File: src/rtl/alu_op_sequencer.sv
// alu_op_sequencer
// Issue stage in front of the ALU. Each request is taken with a valid/ready
// handshake and then driven onto the ALU input port group. An unsplit request
// sends both operands together. A split request sends A first, holds it for
// req_gap idle cycles, and then sends B. After issue, the block waits out the
// command-dependent ALU latency. It then captures the result and flags into a
// response register, which is held until the consumer accepts it.
//
// Ports
//   clk, reset                 clock (rising edge), async active-low reset
//   req_valid / req_ready      request handshake
//   req_mode, req_cmd, req_cin operation fields
//   req_opa, req_opb           operands (N bits)
//   req_inp_valid              inp_valid used for unsplit issue
//   req_split, req_gap         split delivery, idle cycles between A and B
//   alu_*  (out)               ALU input port group
//   alu_res, alu_err..alu_e    ALU result and flags
//   rsp_valid / rsp_ready      response handshake
//   rsp_res, rsp_flags         captured result, {err,oflow,cout,g,l,e}
module alu_op_sequencer #(
  parameter int N       = 8,
  parameter int M       = 4,
  parameter int RES_LAT = 1,
  parameter int MUL_LAT = 2
) (
  input  logic           clk,
  input  logic           reset,
  input  logic           req_valid,
  output logic           req_ready,
  input  logic           req_mode,
  input  logic [M-1:0]   req_cmd,
  input  logic           req_cin,
  input  logic [N-1:0]   req_opa,
  input  logic [N-1:0]   req_opb,
  input  logic [1:0]     req_inp_valid,
  input  logic           req_split,
  input  logic [4:0]     req_gap,
  output logic           alu_ce,
  output logic           alu_mode,
  output logic [M-1:0]   alu_cmd,
  output logic [N-1:0]   alu_opa,
  output logic [N-1:0]   alu_opb,
  output logic           alu_cin,
  output logic [1:0]     alu_inp_valid,
  input  logic [N+1:0]   alu_res,
  input  logic           alu_err,
  input  logic           alu_oflow,
  input  logic           alu_cout,
  input  logic           alu_g,
  input  logic           alu_l,
  input  logic           alu_e,
  output logic           rsp_valid,
  input  logic           rsp_ready,
  output logic [N+1:0]   rsp_res,
  output logic [5:0]     rsp_flags
);

  typedef enum logic [2:0] {IDLE, ISSUE, ISSUE_A, GAP, ISSUE_B, WAIT, RESP} state_t;

  typedef struct packed {
    logic         mode;
    logic [M-1:0] cmd;
    logic         cin;
    logic [N-1:0] opa;
    logic [N-1:0] opb;
    logic [1:0]   inp_valid;
    logic         split;
    logic [4:0]   gap;
  } req_t;

  localparam int LAT_MAX = (MUL_LAT > RES_LAT) ? MUL_LAT : RES_LAT;
  // The counter holds LAT-1 down to 0.
  localparam int LW = (LAT_MAX > 1) ? $clog2(LAT_MAX) : 1;
  localparam logic [LW-1:0] RES_LD = LW'(RES_LAT - 1);
  localparam logic [LW-1:0] MUL_LD = LW'(MUL_LAT - 1);

  state_t        state, state_nxt;
  req_t          req_in, req_q;
  logic          rdy_q;
  logic [4:0]    gap_cnt;
  logic [LW-1:0] lat_cnt;
  logic          accept, is_mul;
  logic          a_phase, b_phase, full_phase;

  assign req_in = '{req_mode, req_cmd, req_cin, req_opa, req_opb,
                    req_inp_valid, req_split, req_gap};

  // rdy_q mirrors (state == IDLE). It is registered so that it reads 0 while
  // reset is asserted.
  assign req_ready = rdy_q;
  assign accept    = req_valid & rdy_q;
  assign rsp_valid = (state == RESP);
  assign is_mul    = req_q.mode & ((req_q.cmd == M'(9)) | (req_q.cmd == M'(10)));

  always_ff @(posedge clk or negedge reset) begin
    if (!reset) begin
      state     <= IDLE;
      rdy_q     <= 1'b0;
      req_q     <= '0;
      gap_cnt   <= '0;
      lat_cnt   <= '0;
      rsp_res   <= '0;
      rsp_flags <= '0;
    end else begin
      state <= state_nxt;
      rdy_q <= (state_nxt == IDLE);
      if (accept) begin
        req_q   <= req_in;
        gap_cnt <= req_gap;
      end else if (state == GAP) begin
        gap_cnt <= gap_cnt - 5'd1;
      end
      // Keep the latency preset loaded until WAIT begins. req_q is already
      // stable by then, so the preset is correct on WAIT entry.
      if (state != WAIT)
        lat_cnt <= is_mul ? MUL_LD : RES_LD;
      else if (lat_cnt != '0)
        lat_cnt <= lat_cnt - LW'(1);
      if (state == WAIT && lat_cnt == '0) begin
        rsp_res   <= alu_res;
        rsp_flags <= {alu_err, alu_oflow, alu_cout, alu_g, alu_l, alu_e};
      end
    end
  end

  always_comb begin
    state_nxt = state;
    case (state)
      IDLE:    if (accept) state_nxt = req_split ? ISSUE_A : ISSUE;
      ISSUE:   state_nxt = WAIT;
      ISSUE_A: state_nxt = (req_q.gap != 5'd0) ? GAP : ISSUE_B;
      GAP:     if (gap_cnt == 5'd1) state_nxt = ISSUE_B;
      ISSUE_B: state_nxt = WAIT;
      WAIT:    if (lat_cnt == '0) state_nxt = RESP;
      RESP:    if (rsp_ready) state_nxt = IDLE;
      default: state_nxt = IDLE;
    endcase
  end

  // In WAIT, the outputs of the last issue phase stay on the ALU inputs.
  always_comb begin
    a_phase    = (state == ISSUE_A) | (state == GAP);
    b_phase    = (state == ISSUE_B) | ((state == WAIT) & req_q.split);
    full_phase = (state == ISSUE)   | ((state == WAIT) & ~req_q.split);

    alu_ce        = 1'b0;
    alu_mode      = 1'b0;
    alu_cmd       = '0;
    alu_cin       = 1'b0;
    alu_opa       = '0;
    alu_opb       = '0;
    alu_inp_valid = 2'b00;
    if (a_phase | b_phase | full_phase) begin
      alu_ce   = 1'b1;
      alu_mode = req_q.mode;
      alu_cmd  = req_q.cmd;
      alu_cin  = req_q.cin;
      alu_opa  = req_q.opa;
    end
    if (full_phase) begin
      alu_opb       = req_q.opb;
      alu_inp_valid = req_q.inp_valid;
    end
    if (a_phase) alu_inp_valid = 2'b01;
    if (b_phase) begin
      alu_opb       = req_q.opb;
      alu_inp_valid = 2'b10;
    end
  end

endmodule

File: config.mk
export PLATFORM = sky130hd
export DESIGN_NAME = alu_op_sequencer
export DESIGN_NICKNAME = d
export VERILOG_FILES = /design/src/rtl/alu_op_sequencer.sv
export SDC_FILE = /design/constraint.sdc
export NUM_CORES = 1
export LEC_CHECK = 0
export CORE_MARGIN = 2
export CORE_UTILIZATION = 46
export CTS_BUF_LIST = sky130_fd_sc_hd__clkbuf_8
export DETAILED_ROUTE_END_ITERATION = 10
export PLACE_DENSITY = 0.83
export SETUP_SLACK_MARGIN = 0.05
export SLEW_MARGIN = 20
export SYNTH_ARGS = -nofsm -noshare
export SYNTH_HDL_FRONTEND = slang
export SYNTH_SLANG_ARGS = --single-unit
File: constraint.sdc
create_clock -name clk -period 2.2 [get_ports clk]
set_input_delay 0.55 -clock clk [delete_from_list [all_inputs] [get_ports clk]]
set_output_delay 0.55 -clock clk [all_outputs]
set_load 0.02 [all_outputs]
==> qor.csv, run 1 <==
metric,value,unit
diodes inserted,0,
async set-reset flop share out of synthesis,1.000,
startpoint type of the worst setup path,flop,
DR WL met3,360,um
VDD IR-drop max,0.0006927,V
Yosys warning total,0,
proportion of layout cells with a drive suffix above 1,0.1186,
buffer levels on the longest clock path,2,
critical path arrival,1500,ps
total number of H-tree levels,2,
count of pins on the block boundary,93,
required time of the critical path,1650,ps
sequential area share after synthesis,0.5634,
max-capacitance violation count,0,
Die Span X,77.54,um
result of the run,"finished, final reports clean",
GRT Residual Overflow,0,
setup repair bufs after CTS,0,
Critical Setup Path Class,reg -> out,
setup total negative slack,0,ps
total CTS buffers,5,
Post-CTS Hold Buffers,0,
post-route total power,4.923,mW
number of synthesized flops with an enable pin,0,
"Max FO, Critical Path",15,
highest-count cells in the layout ignoring fill and taps,"sky130_fd_sc_hd__nand2_1, sky130_fd_sc_hd__clkdlybuf4s50_1, sky130_fd_sc_hd__dfrtp_1",
routability-driven placement congestion ratio,0.7784,
Critical Path Sink Type,output port,
fin crit share,0.9340,
clk root buf,sky130_fd_sc_hd__clkbuf_8,
Pre-antenna DRT Iters,4,
power density cells,1395,nW/um2
number of global-route vias before repair,2130,
clock sinks,56,
number of routed nets with antenna violations,0,
number of core rows,26,
synthesized flop and latch total,56,
Max Slew Vio Count,0,
wire length on met2,2673,um
final std cells w/o fill,424,
placed instance count,419,
commonest register cell after synthesis,sky130_fd_sc_hd__dfrtp_1,
overall global routing resource usage,0.1960,
total via count in the routed design,2059,
Pleak,1.716,nW
wire length the detailed router placed on met1,2501,um
largest net degree at the start of global routing,34,
overall routed net length,5584,um
number of distinct standard cells referenced by the synthesized netlist,35,
post-synthesis cell count,258,
number of failing setup endpoints in the final timing report,0,
highest achievable clock rate,486.6,MHz
insertion delay of the later-clocked pin in the worst-skew pair,300,ps
WHS,215.1,ps
Final #Nets,408,
routed via count divided by cell count,4.856,
unrepaired setup endpoints after global routing,no,
number of design rule violations left after detail routing,0,
routed length per instance,13.17,um
Max Used Layer,met4,
setup skew after layout,5.495,ps
worst relative slew slack,0.6409,
Final HPWL DP,4082,um
Worst Max-Slew Pin Slew,538.6,ps
Port-buffer cells,92,
drt initial violations,89,
initial antenna violation count,0,
per-instance average area after synthesis,9.641,um2
cell area after synthesis,2487,um2
initial cell density of the core,0.4809,
global-route wire length before repair,9363,um
Synth-to-Final Area Change,41.90,%
Fin. Hold Viols,0,
TritonCTS clock tree,yes,
floorplan core area,5172,um2
"most common cell after layout, fill and taps aside",sky130_fd_sc_hd__nand2_1,
clock-pin slew of the registers on the worst-case setup and hold paths,90,ps
die span in y,77.54,um
net count after synthesis,310,
DIE AREA,6012,um2
type of the worst min-delay path,in -> async,
minimum period implied by the final worst setup slack,2055,ps
synthesized netlist by cell type, types with 3 or more instances:
| cell type | count | area [um2] |
|---|---|---|
| sky130_fd_sc_hd__o21ai_1 | 9 | 45.04 |
| sky130_fd_sc_hd__dfrtp_1 | 56 | 1401 |
| sky130_fd_sc_hd__nand2_1 | 99 | 371.6 |
| sky130_fd_sc_hd__xor2_1 | 4 | 35.03 |
| sky130_fd_sc_hd__inv_1 | 3 | 11.26 |
| sky130_fd_sc_hd__nor2_1 | 5 | 18.77 |
| sky130_fd_sc_hd__a21oi_1 | 4 | 20.02 |
| sky130_fd_sc_hd__clkbuf_1 | 8 | 30.03 |
| sky130_fd_sc_hd__and2_1 | 23 | 143.9 |
| sky130_fd_sc_hd__mux2_1 | 16 | 180.2 |
state kept, by name, summed over array words and instances (netlist names):
name / flops
lat_cnt: 1
req_ready: 1
rsp_flags: 6
gap_cnt: 5
req_q: 30
state: 3
rsp_res: 10
power breakdown:
group / total (mW) / switching, mW / internal, mW
Combinational: 2.58 / 1.41 / 1.17
Clock: 0.497 / 0.291 / 0.206
Sequential: 1.84 / 0.312 / 1.53
cell families (layout without fill, tap and decap cells):
logic type,Yosys count,count (layout),share of synthesized area
AND/OR/NAND/NOR,144,144,0.2636
flip-flops,56,56,0.5634
AO/OA/AOI/OAI,18,18,0.04225
buffers and inverters,17,113,0.03068
multiplexers,16,16,0.07243
XOR/XNOR,5,5,0.01760
adder cells (fa/ha/maj),2,2,0.01006
routing by layer:
metal	GRT usage	vias to the layer above
met1	0.2378	954
met5	0	-
met4	0.04286	0
met2	0.3426	77
met3	0.06163	5
li1	-	1023
layout make-up:
| class | instances | area (um2) |
|---|---|---|
| multi-input cells | 185 | 1025 |
| well taps | 70 | 87.58 |
| flip-flops and latches | 56 | 1404 |
| fillers | 411 | 1643 |
| clock buffers | 5 | 68.82 |
| inverters | 4 | 15.01 |
| repair buffers | 104 | 929.6 |
worst max-delay path: stages, from the launching register on:
cell,delay (ps)
sky130_fd_sc_hd__dfrtp_1,430
sky130_fd_sc_hd__nor3_2,190
sky130_fd_sc_hd__a21oi_1,60
sky130_fd_sc_hd__buf_4,180
sky130_fd_sc_hd__dlygate4sd2_1,330
final timing paths:
check | startpoint | cells past startpoint | slack, ps | to
setup / recovery | state[0] | 4 | 150 | alu_ce
hold / removal | reset | 1 | 220 | rsp_flags[4]
setup reg to reg | req_q[1] | 4 | 420 | req_ready
hold reg to reg | req_q[18] | 2 | 470 | req_q[18]
max in group asynchronous | reset | 2 | 1420 | state[1]
min in group clk | req_q[18] | 2 | 470 | req_q[18]
what timing repair did:
| action | CTS | global route |
|---|---|---|
| gates resized for setup | 59 | 17 |
| gates cloned | 0 | 0 |
| pin swaps | 1 | 0 |
| setup endpoints to repair | 26 | 21 |
metrics by stage:
step,utilization,worst slack [ps],area [um2]
2_1_floorplan,-,167.0,2487
3_3_place_gp,0.6829,43.43,3532
3_5_place_dp,0.6829,-4.936,3532
4_1_cts,0.6959,63.36,3600
5_1_grt,0.6824,70.83,3530
6_report,0.6824,145.1,3530
(Power assumes the default switching activity.)
==> run 2, diff against run 1 <==
Settings changed: SLEW_MARGIN 20 to 15.
Clock period 2.2 ns to 2.1 ns, I/O delays scaled along.
==> qor.csv, run 2 (synthesized netlist as in run 1, its figures left out) <==
metric,value,unit,change
result of the run,"finished, final reports clean",,unchanged
Synth-to-Final Area Change,52.97,%,was 41.90%
Final #Nets,418,,was 408
required time of the critical path,1570,ps,was 1650 ps
die span in y,77.54,um,unchanged
Final HPWL DP,3947,um,was 4082 um
Die Span X,77.54,um,unchanged
drt initial violations,72,,was 89
routed via count divided by cell count,4.849,,was 4.856
clock sinks,56,,unchanged
area of all sequential standard cells,1404,um2,unchanged
clk root buf,sky130_fd_sc_hd__clkbuf_8,,unchanged
fin crit share,0.9981,,
GRT Residual Overflow,0,,unchanged
highest-count cells in the layout ignoring fill and taps,"sky130_fd_sc_hd__nand2_1, sky130_fd_sc_hd__clkdlybuf4s50_1, sky130_fd_sc_hd__dfrtp_1",,unchanged
post-layout instance area,3805,um2,was 3530 um2
Critical Setup Path Class,reg -> out,,unchanged
area of combinational cells with multiple inputs,1077,um2,was 1025 um2
"Max FO, Critical Path",7,,was 15
overall routed net length,5958,um,was 5584 um
TritonCTS clock tree,yes,,unchanged
startpoint type of the worst setup path,flop,,unchanged
max-capacitance violation count,0,,unchanged
routed length per instance,13.63,um,was 13.17 um
initial antenna violation count,0,,unchanged
Critical Path Sink Type,output port,,unchanged
number of routed nets with antenna violations,0,,unchanged
Fin. Hold Viols,0,,unchanged
Worst Max-Slew Pin Slew,288.6,ps,was 538.6 ps
Pleak,1.830,nW,was 1.716 nW
largest net degree at the start of global routing,57,,was 34
total cell area at the placement stage,3555,um2,was 3532 um2
overall global routing resource usage,0.1955,,was 0.1960
buffer levels on the longest clock path,2,,unchanged
Layout fillers,368,,was 411
Max Slew Vio Count,0,,unchanged
"most common cell after layout, fill and taps aside",sky130_fd_sc_hd__nand2_1,,unchanged
type of the worst min-delay path,in -> async,,unchanged
number of core rows,26,,unchanged
floorplan core area,5172,um2,unchanged
number of global-route vias before repair,2037,,was 2130
minimum period implied by the final worst setup slack,2096,ps,
clock-pin slew of the registers on the worst-case setup and hold paths,100,ps,was 90 ps
number of flip-flops under the largest register name,30,,unchanged
insertion delay of the later-clocked pin in the worst-skew pair,300,ps,about the same
total CTS buffers,5,,unchanged
final std cells w/o fill,437,,was 424
worst relative slew slack,0.8049,,was 0.6409
DIE AREA,6012,um2,unchanged
critical path arrival,1570,ps,was 1500 ps
diodes inserted,0,,unchanged
initial cell density of the core,0.4809,,unchanged
register bank with the most flops,req_q,,unchanged
placed instance count,422,,was 419
highest achievable clock rate,477.1,MHz,
routability-driven placement congestion ratio,0.7998,,was 0.7784
number of design rule violations left after detail routing,0,,unchanged
global-route wire length before repair,9377,um,was 9363 um
biggest regs,"req_q x30, rsp_res x10, rsp_flags x6",,unchanged
unrepaired setup endpoints after global routing,yes,,was no
total number of H-tree levels,2,,unchanged
setup skew after layout,6.306,ps,was 5.495 ps
VDD IR-drop max,0.0009285,V,was 0.0006927 V
Port-buffer cells,92,,unchanged
power density cells,1574,nW/um2,was 1395 nW/um2
number of failing setup endpoints in the final timing report,0,,unchanged
Pre-antenna DRT Iters,4,,unchanged
count of pins on the block boundary,93,,unchanged
total via count in the routed design,2119,,was 2059
proportion of layout cells with a drive suffix above 1,0.2343,,was 0.1186
WHS,205.4,ps,was 215.1 ps
## run 2: power breakdown
part	leakage [nW]	internal [mW]	switching [mW]	total, mW
sequential	0.683	1.60	0.337	1.94
combinational	1.10	1.81	1.64	3.45
clock	0.0510	0.264	0.331	0.595
total	1.83	3.68	2.31	5.99
## run 2: cell type report
cell class              count  share of cell area
repair buffers            114              0.2966
clock inverters             2            0.002631
flip-flops and latches     56              0.3690
clock buffers               6             0.02170
inverters                   4            0.003946
multi-input cells         185              0.2831
well taps                  70             0.02302
## run 2: what timing repair did
item	4_1_cts	5_1_grt
buffers inserted	4	3
endpoints found under the setup margin	26	25
hold buffers	0	0
gates resized for setup	91	82
pin swaps	1	6
## run 2: worst paths after layout
check / startpoint / endpoint / slack, ps / cells after the start
worst max-delay path: state[0] / alu_cmd[1] / 4 / 6
worst min-delay path: reset / rsp_flags[3] / 210 / 2
worst max register to register: req_q[1] / req_ready / 340 / 4
worst min register to register: req_q[1] / req_q[1] / 480 / 2
max in group asynchronous: reset / state[2] / 1640 / 2
min in group clk: req_q[1] / req_q[1] / 480 / 2
## run 2: through the flow
| stage | setup TNS [ps] | power, mW | util | setup WS (ps) |
|---|---|---|---|---|
| floorplan | 0 | 3.535 | - | 91.96 |
| global placement | 0 | 4.818 | 0.6872 | 44.17 |
| detailed placement | 0 | 4.890 | 0.6872 | 4.668 |
| CTS | -731.2 | 5.397 | 0.6984 | -64.88 |
| global route | -261.7 | 6.387 | 0.7356 | -33.15 |
| finish | 0 | 5.987 | 0.7356 | 3.974 |
## run 2: worst max-delay path, stage by stage (launching register included)
cell and delay, ps:
sky130_fd_sc_hd__dfrtp_2 460, sky130_fd_sc_hd__nor3_2 170, sky130_fd_sc_hd__a21oi_1 60, sky130_fd_sc_hd__buf_4 160
sky130_fd_sc_hd__buf_6 140, sky130_fd_sc_hd__and2_4 160, sky130_fd_sc_hd__buf_6 120
## run 2: metal layers
metal  global-route usage  routed length (um)  up-vias
met5                    0                   0        -
met4              0.04643                  65        0
met3              0.03837                 387        7
met2               0.3417                2880       87
met1               0.2512                2624      986
li1                     -                   -     1039
==> run 3, diff against run 2 <==
Settings changed: SKIP_CTS_REPAIR_TIMING from default to 1.
==> qor.csv, run 3 (synthesized netlist as in run 1, its figures left out) <==
metric,value,unit,change
result of the run,"complete, but fails checks",,"was finished, final reports clean"
violations in the final reports,negative setup slack,,
die span in y,77.54,um,unchanged
Critical Path Sink Type,output port,,unchanged
Max Slew Vio Count,0,,unchanged
total number of H-tree levels,2,,unchanged
post-route total power,5.729,mW,was 5.987 mW
DIE AREA,6012,um2,unchanged
Worst Max-Slew Pin Slew,281.7,ps,was 288.6 ps
switching power,2.189,mW,was 2.311 mW
number of global-route vias before repair,2029,,was 2037
VDD IR-drop max,0.0009473,V,was 0.0009285 V
overall global routing resource usage,0.1887,,was 0.1955
max-capacitance violation count,0,,unchanged
fin crit share,1.059,,was 0.9981
biggest regs,"req_q x30, rsp_res x10, rsp_flags x6",,unchanged
largest net degree at the start of global routing,57,,unchanged
proportion of layout cells with a drive suffix above 1,0.1694,,was 0.2343
area of all sequential standard cells,1403,um2,was 1404 um2
setup skew after layout,3.891,ps,was 6.306 ps
total CTS buffers,5,,unchanged
GRT Residual Overflow,0,,unchanged
placed instance count,422,,unchanged
startpoint type of the worst setup path,flop,,unchanged
routed length per instance,12.73,um,was 13.63 um
minimum period implied by the final worst setup slack,2223,ps,was 2096 ps
grt met2 use,0.3304,,was 0.3417
Pre-antenna DRT Iters,4,,unchanged
Final #Nets,417,,was 418
type of the worst min-delay path,in -> async,,unchanged
power density cells,1517,nW/um2,was 1574 nW/um2
Top Usage Layer GRT,met2,,unchanged
area of combinational cells with multiple inputs,1045,um2,was 1077 um2
diodes inserted,0,,unchanged
number of failing setup endpoints in the final timing report,13,,was 0
worst relative slew slack,0.8095,,was 0.8049
clock share of power,0.102,,was 0.099
insertion delay of the later-clocked pin in the worst-skew pair,300,ps,about the same
Layout fillers,368,,unchanged
highest-count cells in the layout ignoring fill and taps,"sky130_fd_sc_hd__nand2_1, sky130_fd_sc_hd__clkdlybuf4s50_1, sky130_fd_sc_hd__dfrtp_1",,unchanged
buffer levels on the longest clock path,2,,unchanged
combinational share of power,0.564,,was 0.577
Port-buffer cells,92,,unchanged
number of routed nets with antenna violations,0,,unchanged
met1 capacity usage during global routing,0.2396,,was 0.2512
Pleak,1.951,nW,was 1.830 nW
Fin. Hold Viols,0,,unchanged
"Max FO, Critical Path",7,,unchanged
drt initial violations,77,,was 72
number of core rows,26,,unchanged
clock-pin slew of the registers on the worst-case setup and hold paths,90,ps,was 100 ps
Synth-to-Final Area Change,51.86,%,was 52.97%
clk root buf,sky130_fd_sc_hd__clkbuf_8,,unchanged
Die Span X,77.54,um,unchanged
routability-driven placement congestion ratio,0.7998,,unchanged
TritonCTS clock tree,yes,,unchanged
required time of the critical path,1570,ps,about the same
sequential fraction of design power,0.334,,was 0.324
met3 usage in global routing,0.03953,,was 0.03837
initial cell density of the core,0.4809,,unchanged
Final HPWL DP,3947,um,unchanged
count of pins on the block boundary,93,,unchanged
Final WS setup,-123.0,ps,was 3.974 ps
final std cells w/o fill,436,,was 437
number of design rule violations left after detail routing,0,,unchanged
highest achievable clock rate,449.9,MHz,was 477.1 MHz
critical path arrival,1700,ps,was 1570 ps
global-route wire length before repair,9108,um,was 9377 um
clock sinks,56,,unchanged
number of flip-flops under the largest register name,30,,unchanged
routed via count divided by cell count,4.771,,was 4.849
"most common cell after layout, fill and taps aside",sky130_fd_sc_hd__nand2_1,,unchanged
overall routed net length,5552,um,was 5958 um
Switching Share,0.3822,,was 0.3859
initial antenna violation count,0,,unchanged
Critical Setup Path Class,reg -> out,,unchanged
floorplan core area,5172,um2,unchanged
register bank with the most flops,req_q,,unchanged
internal power,3.540,mW,was 3.677 mW
total via count in the routed design,2080,,was 2119
unrepaired setup endpoints after global routing,yes,,unchanged
## run 3: cell types whose count changed in the layout (fill, tap and decap cells not counted), sizes merged
| cell | before | now |
|---|---|---|
| buf | 45 | 35 |
| clkbuf | 9 | 7 |
| dlygate4sd2 | 1 | 0 |
| dlymetal6s2s | 0 | 12 |
## run 3: power by group through the flow
stage	Sequential (mW)	Clock, mW	Combinational (mW)
after floorplan	2.06	0	1.47
after global placement	1.90	0	2.92
after detailed placement	1.91	0	2.98
after CTS	1.90	0.602	3.00
after global routing	1.99	0.655	3.50
final	1.91	0.584	3.23
## run 3: stage by stage
step	instance area (um2)	worst slack (ps)	util	hold slack [ps]	setup TNS, ps
after floorplan	2487	91.96	-	229.4	0
after global placement	3555	44.17	0.6872	450.3	0
after detailed placement	3555	4.668	0.6872	454.2	0
after CTS	3647	-334.8	0.7051	223.2	-7183
after global routing	3777	-192.7	0.7303	227.5	-1970
final	3777	-123.0	0.7303	205.3	-1084
## run 3: final timing paths
kind / start / end / slack (ps) / cells past startpoint
setup / recovery: state[2] / alu_opa[0] / -120 / 7
hold / removal: reset / rsp_flags[3] / 210 / 2
setup reg to reg: req_q[1] / req_ready / 340 / 4
hold reg to reg: req_q[10] / req_q[10] / 470 / 2
max in group asynchronous: reset / state[2] / 1630 / 2
min in group clk: req_q[10] / req_q[10] / 470 / 2
## run 3: per-layer routing
layer,share of wire,vias to the layer above
li1,-,1039
met1,0.46,962
met2,0.47,75
met3,0.066,4
met4,0.0058,0
met5,0,-
## run 3: final cells by class
type | instances | share of cell area
flip-flops and latches | 56 | 0.3713
clock buffers | 6 | 0.02186
repair buffers | 113 | 0.3004
clock inverters | 2 | 0.002650
inverters | 4 | 0.003975
multi-input cells | 185 | 0.2766
well taps | 70 | 0.02319
## run 3: worst max-delay path, stage by stage (launching register included)
cell                       delay, ps
sky130_fd_sc_hd__dfrtp_2         450
sky130_fd_sc_hd__buf_6           130
sky130_fd_sc_hd__nor3_2          150
sky130_fd_sc_hd__a21oi_1          60
sky130_fd_sc_hd__buf_4           170
sky130_fd_sc_hd__buf_6           130
sky130_fd_sc_hd__and2_1          150
sky130_fd_sc_hd__clkbuf_2        150
